### src/rtl/arbiter_pkg.sv
// Shared types and constants for the cache-to-memory line arbiter.
package arbiter_pkg;

    localparam int unsigned LINE_W      = 256;
    localparam int unsigned BURST_W     = 64;
    localparam int unsigned BEATS       = LINE_W / BURST_W;
    localparam int unsigned OFFSET_BITS = 5;

    typedef enum logic [2:0] {
        IDLE,
        I_RD,
        D_RD,
        D_WR,
        DONE
    } arb_state_t;

    typedef enum logic {
        GRANT_I,
        GRANT_D
    } grant_t;

endpackage

### src/rtl/arb_line_adaptor.sv
// Line adaptor: beat counter, line register, beat insert on reads and
// beat extract on writes, plus the last-beat flag that ends a burst.
module arb_line_adaptor #(
    parameter int unsigned LINE_W  = 256,
    parameter int unsigned BURST_W = 64,
    parameter int unsigned BEATS   = LINE_W / BURST_W
) (
    input  logic               clk,
    input  logic               rst,
    input  logic               start,
    input  logic               is_write,
    input  logic               active,
    input  logic [LINE_W-1:0]  wline,
    input  logic               pmem_resp,
    input  logic [BURST_W-1:0] pmem_rdata,
    output logic [LINE_W-1:0]  line,
    output logic [BURST_W-1:0] pmem_wdata,
    output logic               last_beat
);
    import arbiter_pkg::*;

    localparam int unsigned CNT_W = (BEATS > 1) ? $clog2(BEATS) : 1;

    logic [CNT_W-1:0]  cnt_q;
    logic [LINE_W-1:0] line_q;
    logic              beat_ok;

    // A beat only counts while a burst is on the bus; stray responses are dropped.
    assign beat_ok   = active && pmem_resp;
    assign last_beat = beat_ok && (cnt_q == CNT_W'(BEATS - 1));

    // Beat counter: cleared on a new grant and after the final beat.
    always_ff @(posedge clk or negedge rst) begin
        if (!rst) begin
            cnt_q <= '0;
        end else if (start || last_beat) begin
            cnt_q <= '0;
        end else if (beat_ok) begin
            cnt_q <= cnt_q + CNT_W'(1);
        end
    end

    // Line register: loaded whole for writebacks, filled beat by beat for reads.
    always_ff @(posedge clk or negedge rst) begin
        if (!rst) begin
            line_q <= '0;
        end else if (start && is_write) begin
            line_q <= wline;
        end else if (beat_ok && !is_write) begin
            line_q[cnt_q*BURST_W +: BURST_W] <= pmem_rdata;
        end
    end

    // Write beat is selected straight from the counter so it tracks wait states.
    always_comb begin
        pmem_wdata = '0;
        if (active && is_write) begin
            pmem_wdata = line_q[cnt_q*BURST_W +: BURST_W];
        end
    end

    assign line = line_q;

endmodule

### src/rtl/cache_arbiter.sv
// Round-robin arbiter serialising I-cache and D-cache line fills and
// writebacks onto a single beat-oriented memory burst interface.
module cache_arbiter #(
    parameter int unsigned ADDR_W  = 32,
    parameter int unsigned LINE_W  = 256,
    parameter int unsigned BURST_W = 64
) (
    input  logic               clk,
    input  logic               rst,
    input  logic               i_read,
    input  logic [ADDR_W-1:0]  i_address,
    output logic [LINE_W-1:0]  i_rdata,
    output logic               i_resp,
    input  logic               d_read,
    input  logic               d_write,
    input  logic [ADDR_W-1:0]  d_address,
    input  logic [LINE_W-1:0]  d_wdata,
    output logic [LINE_W-1:0]  d_rdata,
    output logic               d_resp,
    output logic               pmem_read,
    output logic               pmem_write,
    output logic [ADDR_W-1:0]  pmem_address,
    output logic [BURST_W-1:0] pmem_wdata,
    input  logic [BURST_W-1:0] pmem_rdata,
    input  logic               pmem_resp
);
    localparam int unsigned BEATS = LINE_W / BURST_W;

    import arbiter_pkg::*;

    localparam logic [ADDR_W-1:0] OFF_MASK = ADDR_W'((1 << OFFSET_BITS) - 1);

    arb_state_t        state_q, state_d;
    arb_state_t        burst_q, burst_d;
    grant_t            last_grant_q, last_grant_d;
    logic [ADDR_W-1:0] addr_q, addr_d;
    logic              i_req, d_req;
    logic              start, is_write, active, last_beat;
    logic [LINE_W-1:0] line;

    assign i_req    = i_read;
    assign d_req    = d_read | d_write;
    assign start    = (state_q == IDLE) && (state_d != IDLE);
    assign active   = (state_q == I_RD) || (state_q == D_RD) || (state_q == D_WR);
    // True on the granting edge as well, so the write line is captured at grant.
    assign is_write = (state_q == D_WR) || (state_d == D_WR);

    arb_line_adaptor #(
        .LINE_W  (LINE_W),
        .BURST_W (BURST_W),
        .BEATS   (BEATS)
    ) u_adaptor (
        .clk        (clk),
        .rst        (rst),
        .start      (start),
        .is_write   (is_write),
        .active     (active),
        .wline      (d_wdata),
        .pmem_resp  (pmem_resp),
        .pmem_rdata (pmem_rdata),
        .line       (line),
        .pmem_wdata (pmem_wdata),
        .last_beat  (last_beat)
    );

    // State register.
    always_ff @(posedge clk or negedge rst) begin
        if (!rst) begin
            state_q <= IDLE;
        end else begin
            state_q <= state_d;
        end
    end

    // Burst context: latched address, which burst is running, round-robin pointer.
    always_ff @(posedge clk or negedge rst) begin
        if (!rst) begin
            addr_q       <= '0;
            burst_q      <= IDLE;
            last_grant_q <= GRANT_D;
        end else begin
            addr_q       <= addr_d;
            burst_q      <= burst_d;
            last_grant_q <= last_grant_d;
        end
    end

    // Next-state and arbitration; the pointer only moves when both caches contend.
    always_comb begin
        state_d      = state_q;
        burst_d      = burst_q;
        addr_d       = addr_q;
        last_grant_d = last_grant_q;
        unique case (state_q)
            IDLE: begin
                if (i_req && d_req) begin
                    if (last_grant_q == GRANT_D) begin
                        state_d      = I_RD;
                        addr_d       = i_address & ~OFF_MASK;
                        last_grant_d = GRANT_I;
                    end else begin
                        state_d      = d_write ? D_WR : D_RD;
                        addr_d       = d_address & ~OFF_MASK;
                        last_grant_d = GRANT_D;
                    end
                end else if (d_req) begin
                    state_d = d_write ? D_WR : D_RD;
                    addr_d  = d_address & ~OFF_MASK;
                end else if (i_req) begin
                    state_d = I_RD;
                    addr_d  = i_address & ~OFF_MASK;
                end
                burst_d = state_d;
            end
            I_RD, D_RD, D_WR: begin
                if (last_beat) begin
                    state_d = DONE;
                end
            end
            DONE:    state_d = IDLE;
            default: state_d = IDLE;
        endcase
    end

    // Bus strobes during the burst, one response pulse to the served cache in DONE.
    always_comb begin
        pmem_read    = 1'b0;
        pmem_write   = 1'b0;
        pmem_address = '0;
        i_resp       = 1'b0;
        d_resp       = 1'b0;
        i_rdata      = '0;
        d_rdata      = '0;
        unique case (state_q)
            I_RD, D_RD: begin
                pmem_read    = 1'b1;
                pmem_address = addr_q;
            end
            D_WR: begin
                pmem_write   = 1'b1;
                pmem_address = addr_q;
            end
            DONE: begin
                if (burst_q == I_RD) begin
                    i_resp  = 1'b1;
                    i_rdata = line;
                end else if (burst_q == D_RD) begin
                    d_resp  = 1'b1;
                    d_rdata = line;
                end else if (burst_q == D_WR) begin
                    d_resp  = 1'b1;
                end
            end
            default: ;
        endcase
    end

endmodule
### config.mk
export PLATFORM = sky130hd
export DESIGN_NAME = cache_arbiter
export DESIGN_NICKNAME = d
export VERILOG_FILES = /design/src/rtl/arbiter_pkg.sv /design/src/rtl/arb_line_adaptor.sv /design/src/rtl/cache_arbiter.sv
export SDC_FILE = /design/constraint.sdc
export NUM_CORES = 1
export LEC_CHECK = 0
export ABC_CLOCK_PERIOD_IN_PS = 3600
export CAP_MARGIN = 25
export CORE_AREA = 2 2 389 391
export CTS_CLUSTER_SIZE = 25
export DETAILED_ROUTE_END_ITERATION = 8
export DIE_AREA = 0 0 391 393
export GPL_ROUTABILITY_DRIVEN = 0
export PLACE_DENSITY = 0.36
export SYNTH_ARGS = -nofsm -noshare
export SYNTH_HDL_FRONTEND = slang
export SYNTH_SLANG_ARGS = --single-unit
### constraint.sdc
create_clock -name clk -period 3.6 [get_ports clk]
set_input_delay 0.9 -clock clk [delete_from_list [all_inputs] [get_ports clk]]
set_output_delay 0.9 -clock clk [all_outputs]
set_load 0.05 [all_outputs]
==> run metrics <==
run status=finished, final reports clean; CTS sink count=about 290; dominant cells by area after synthesis=dfrtp_1, and2_1, mux2i_1, mux4_2, nand2_1; area post-placement=roughly 38000 um^2; Worst slew margin=45.8%; final hold slack=about 0.27 ns; vias in the first global route=approximately 21000; Syn Inst Count=2300; share of post-route cells with drive strength above 1=about a quarter; DR vias/cell=slightly above 4; largest area contributor in the netlist=dfrtp_1; ys async rst share=100%; cts bufs inserted=43; Peak supply drop=about 420 uV; Sw Pwr=~11 mW; kind of critical path=reg2out; global-route wire length before repair=194 mm; Comb pwr share=around half; max-cap violation count=0; Post-synth EDFFs=0; endpoints failing setup=0; CP Cell Sequence=buf_4 -> nor2_1 -> nor2_2 -> buf_12 -> and2_1 -> clkdlybuf4s50_1; Initial Utilization=13.6%; Post-synth top cells=and2_1, nand2_1, dfrtp_1, mux2i_1, o21ai_1; IO Port Bufs=between 900 and 1000; final worst-path cycle share=96.7%; post-synth cell types=slightly above 40; Internal Power=12.5 mW; drt pass-1 iters=5; Power Dens Cells=about 580 nW/um^2; area grow syn2layout=98.9%; slowest CP cell=clkdlybuf4s50_1; Routed WL=roughly 150 mm; Post-synth top flop=dfrtp_1; CP arrival=between 2 and 3 ns; Min-Delay Path Class=in2async; Overall Global Routing Usage=between 10% and 20%; Synth top area share=a little over a third; Synth Area per Inst=8.81 um^2; Worst Tran Pin Value=~0.81 ns; Die W=a little under 400 um; Die Height=a little under 400 um; most frequent cell after synthesis=and2_1; Crit. End Element=primary output; WL/cell=about 28 um; initial antenna violation count=between 50 and 60; Critical Path Source Type=register; largest net degree at the start of global routing=65; Clk network pwr share=a little under a fifth; total power=approximately 24 mW; CTS Buffer Depth=3; R2R Setup Slk=about 0.82 ns; sequential fraction of design power=30.0%; final hold vios=0; Final Critical Period=approximately 3.5 ns; Ports=1002; cell area after synthesis=20300 um^2; Final #Nets=3619; ANT nets after route=0; reg2reg path depth=8; CTS H-tree depth=2; Remaining DRCs=0; clock slew at reported path FFs=about 0.060 ns; max incr delay on CP=just over 0.8 ns; num rows=between 100 and 150; clock root buffer master=clkbuf_16; Worst-Skew Late Latency=about 0.62 ns; DIE AREA=approximately 150000 um^2; Final Cell Area=just over 40000 um^2; total grt overflow=0; Worst Path Required=between 2 and 3 ns; sequential area share after synthesis=36.1%; worst clock skew=around 0.032 ns; core area=between 100000 and 150000 um^2; drt first-iter violations=1357; hpwl dp=~110 mm; Max Freq=around 0.29 GHz; final core occ=between 20 and 30%; Seq cells post-synth=roughly 300; Critical R2R Capture=u_adaptor.line[236]; critical-path maximum fanout=30; Net Sw Frac=47.0%; Synth Warn #=0; Leakage=16.0 nW; FF-to-FF Start=u_adaptor.cnt_q[0]; Slew Limit Fails=0; total number of vias=between 20000 and 25000; CTS tree=done
## per-stage QoR
stage / setup WS (ns) / std cells / TNS [ns]
finish: 0.119 / 5234 / 0
global route: -0.00168 / 5220 / -0.00168
CTS: 0.00666 / 5192 / 0
detailed placement: 0.493 / 5111 / 0
global placement: 0.493 / 5111 / 0
floorplan: 0.434 / 2304 / 0
## power groups by stage
stage / clock network (mW) / logic (mW) / registers [mW]
after detailed placement: 0 / 12.1 / 7.15
after CTS: 4.66 / 12.1 / 7.10
after global routing: 4.79 / 12.7 / 7.27
after floorplan: 0 / 7.18 / 5.60
final: 4.51 / 11.9 / 7.06
after global placement: 0 / 12.1 / 7.13
## final cells by class
cell class              instances  area, um^2
repair buffers               1093       17100
diodes                         35        87.6
well taps                    1944        2430
multi-input cells            1789       11900
flip-flops and latches        292        7320
inverters                       5        18.8
clock inverters                10         131
fillers                     15800      109000
clock buffers                  66        1290
## layout by cell type, fill, tap and decap left out, types with 25 or more instances in the layout
cell type / Yosys / routed
and2_1: 688 / 678
buf_12: 0 / 598
clkdlybuf4s50_1: 0 / 380
nand2_1: 303 / 303
dfrtp_1: 291 / 289
mux2i_1: 176 / 176
o21ai_1: 120 / 120
nor2_1: 97 / 96
buf_4: 19 / 72
nor2b_1: 69 / 69
mux4_2: 64 / 64
nand3_1: 68 / 64
a31oi_1: 64 / 64
clkbuf_16: 0 / 49
a32oi_1: 44 / 44
diode_2: 0 / 35
a21oi_1: 31 / 31
o21ai_0: 29 / 29
dlymetal6s2s_1: 0 / 25
## critical path: cells and delay by family, from the launching register on
kind,cells,cell delay [ns]
flip-flops,1,0.39
buffers and inverters,3,1.21
AND/OR/NAND/NOR,3,0.38
## worst max path at each step
stage                  endpoint        from  depth (start not counted)
5_1_grt            d_rdata[131]  burst_q[2]                          7
4_1_cts            d_rdata[241]  state_q[0]                          7
2_1_floorplan      d_rdata[100]  state_q[0]                          7
3_3_place_gp        d_rdata[21]  state_q[0]                          7
3_5_place_dp        d_rdata[91]  state_q[0]                          7
6_report       pmem_address[30]  state_q[0]                          6
## kinds of logic (layout without fill, tap and decap cells)
logic type | Yosys count | count (layout) | share of synthesized area, %
simple gates | 1243 | 1243 | 33.2
compound gates | 294 | 294 | 8.59
mux | 240 | 240 | 15.8
flops | 292 | 292 | 36.1
xor+xnor | 2 | 2 | 0.179
fa+ha+maj | 5 | 5 | 0.309
buf+inv | 223 | 1174 | 5.81
other cells | 1 | 40 | 0.0185
## layer usage
metal  global-route usage [%]  share of wire [%]
met2                     31.2                 50
met5                        0              0.084
met3                     4.16                6.9
met1                     22.7                 41
met4                     6.10                2.6
## repair_timing
item / CTS / global route
endpoints found under the setup margin: 174 / 281
setup buffers: 2 / 3
resized for setup: 11 / 42
cloned: 3 / 4
pin swaps: 0 / 1
hold buffers: 0 / 0
## sequential cells by signal, summed over array words and instances (netlist names)
name	count
state_q	3
u_adaptor.cnt_q	2
burst_q	3
u_adaptor.line	256
addr_q	27
last_grant_q	1
No activity file was read; power rests on OpenSTA's default activity.
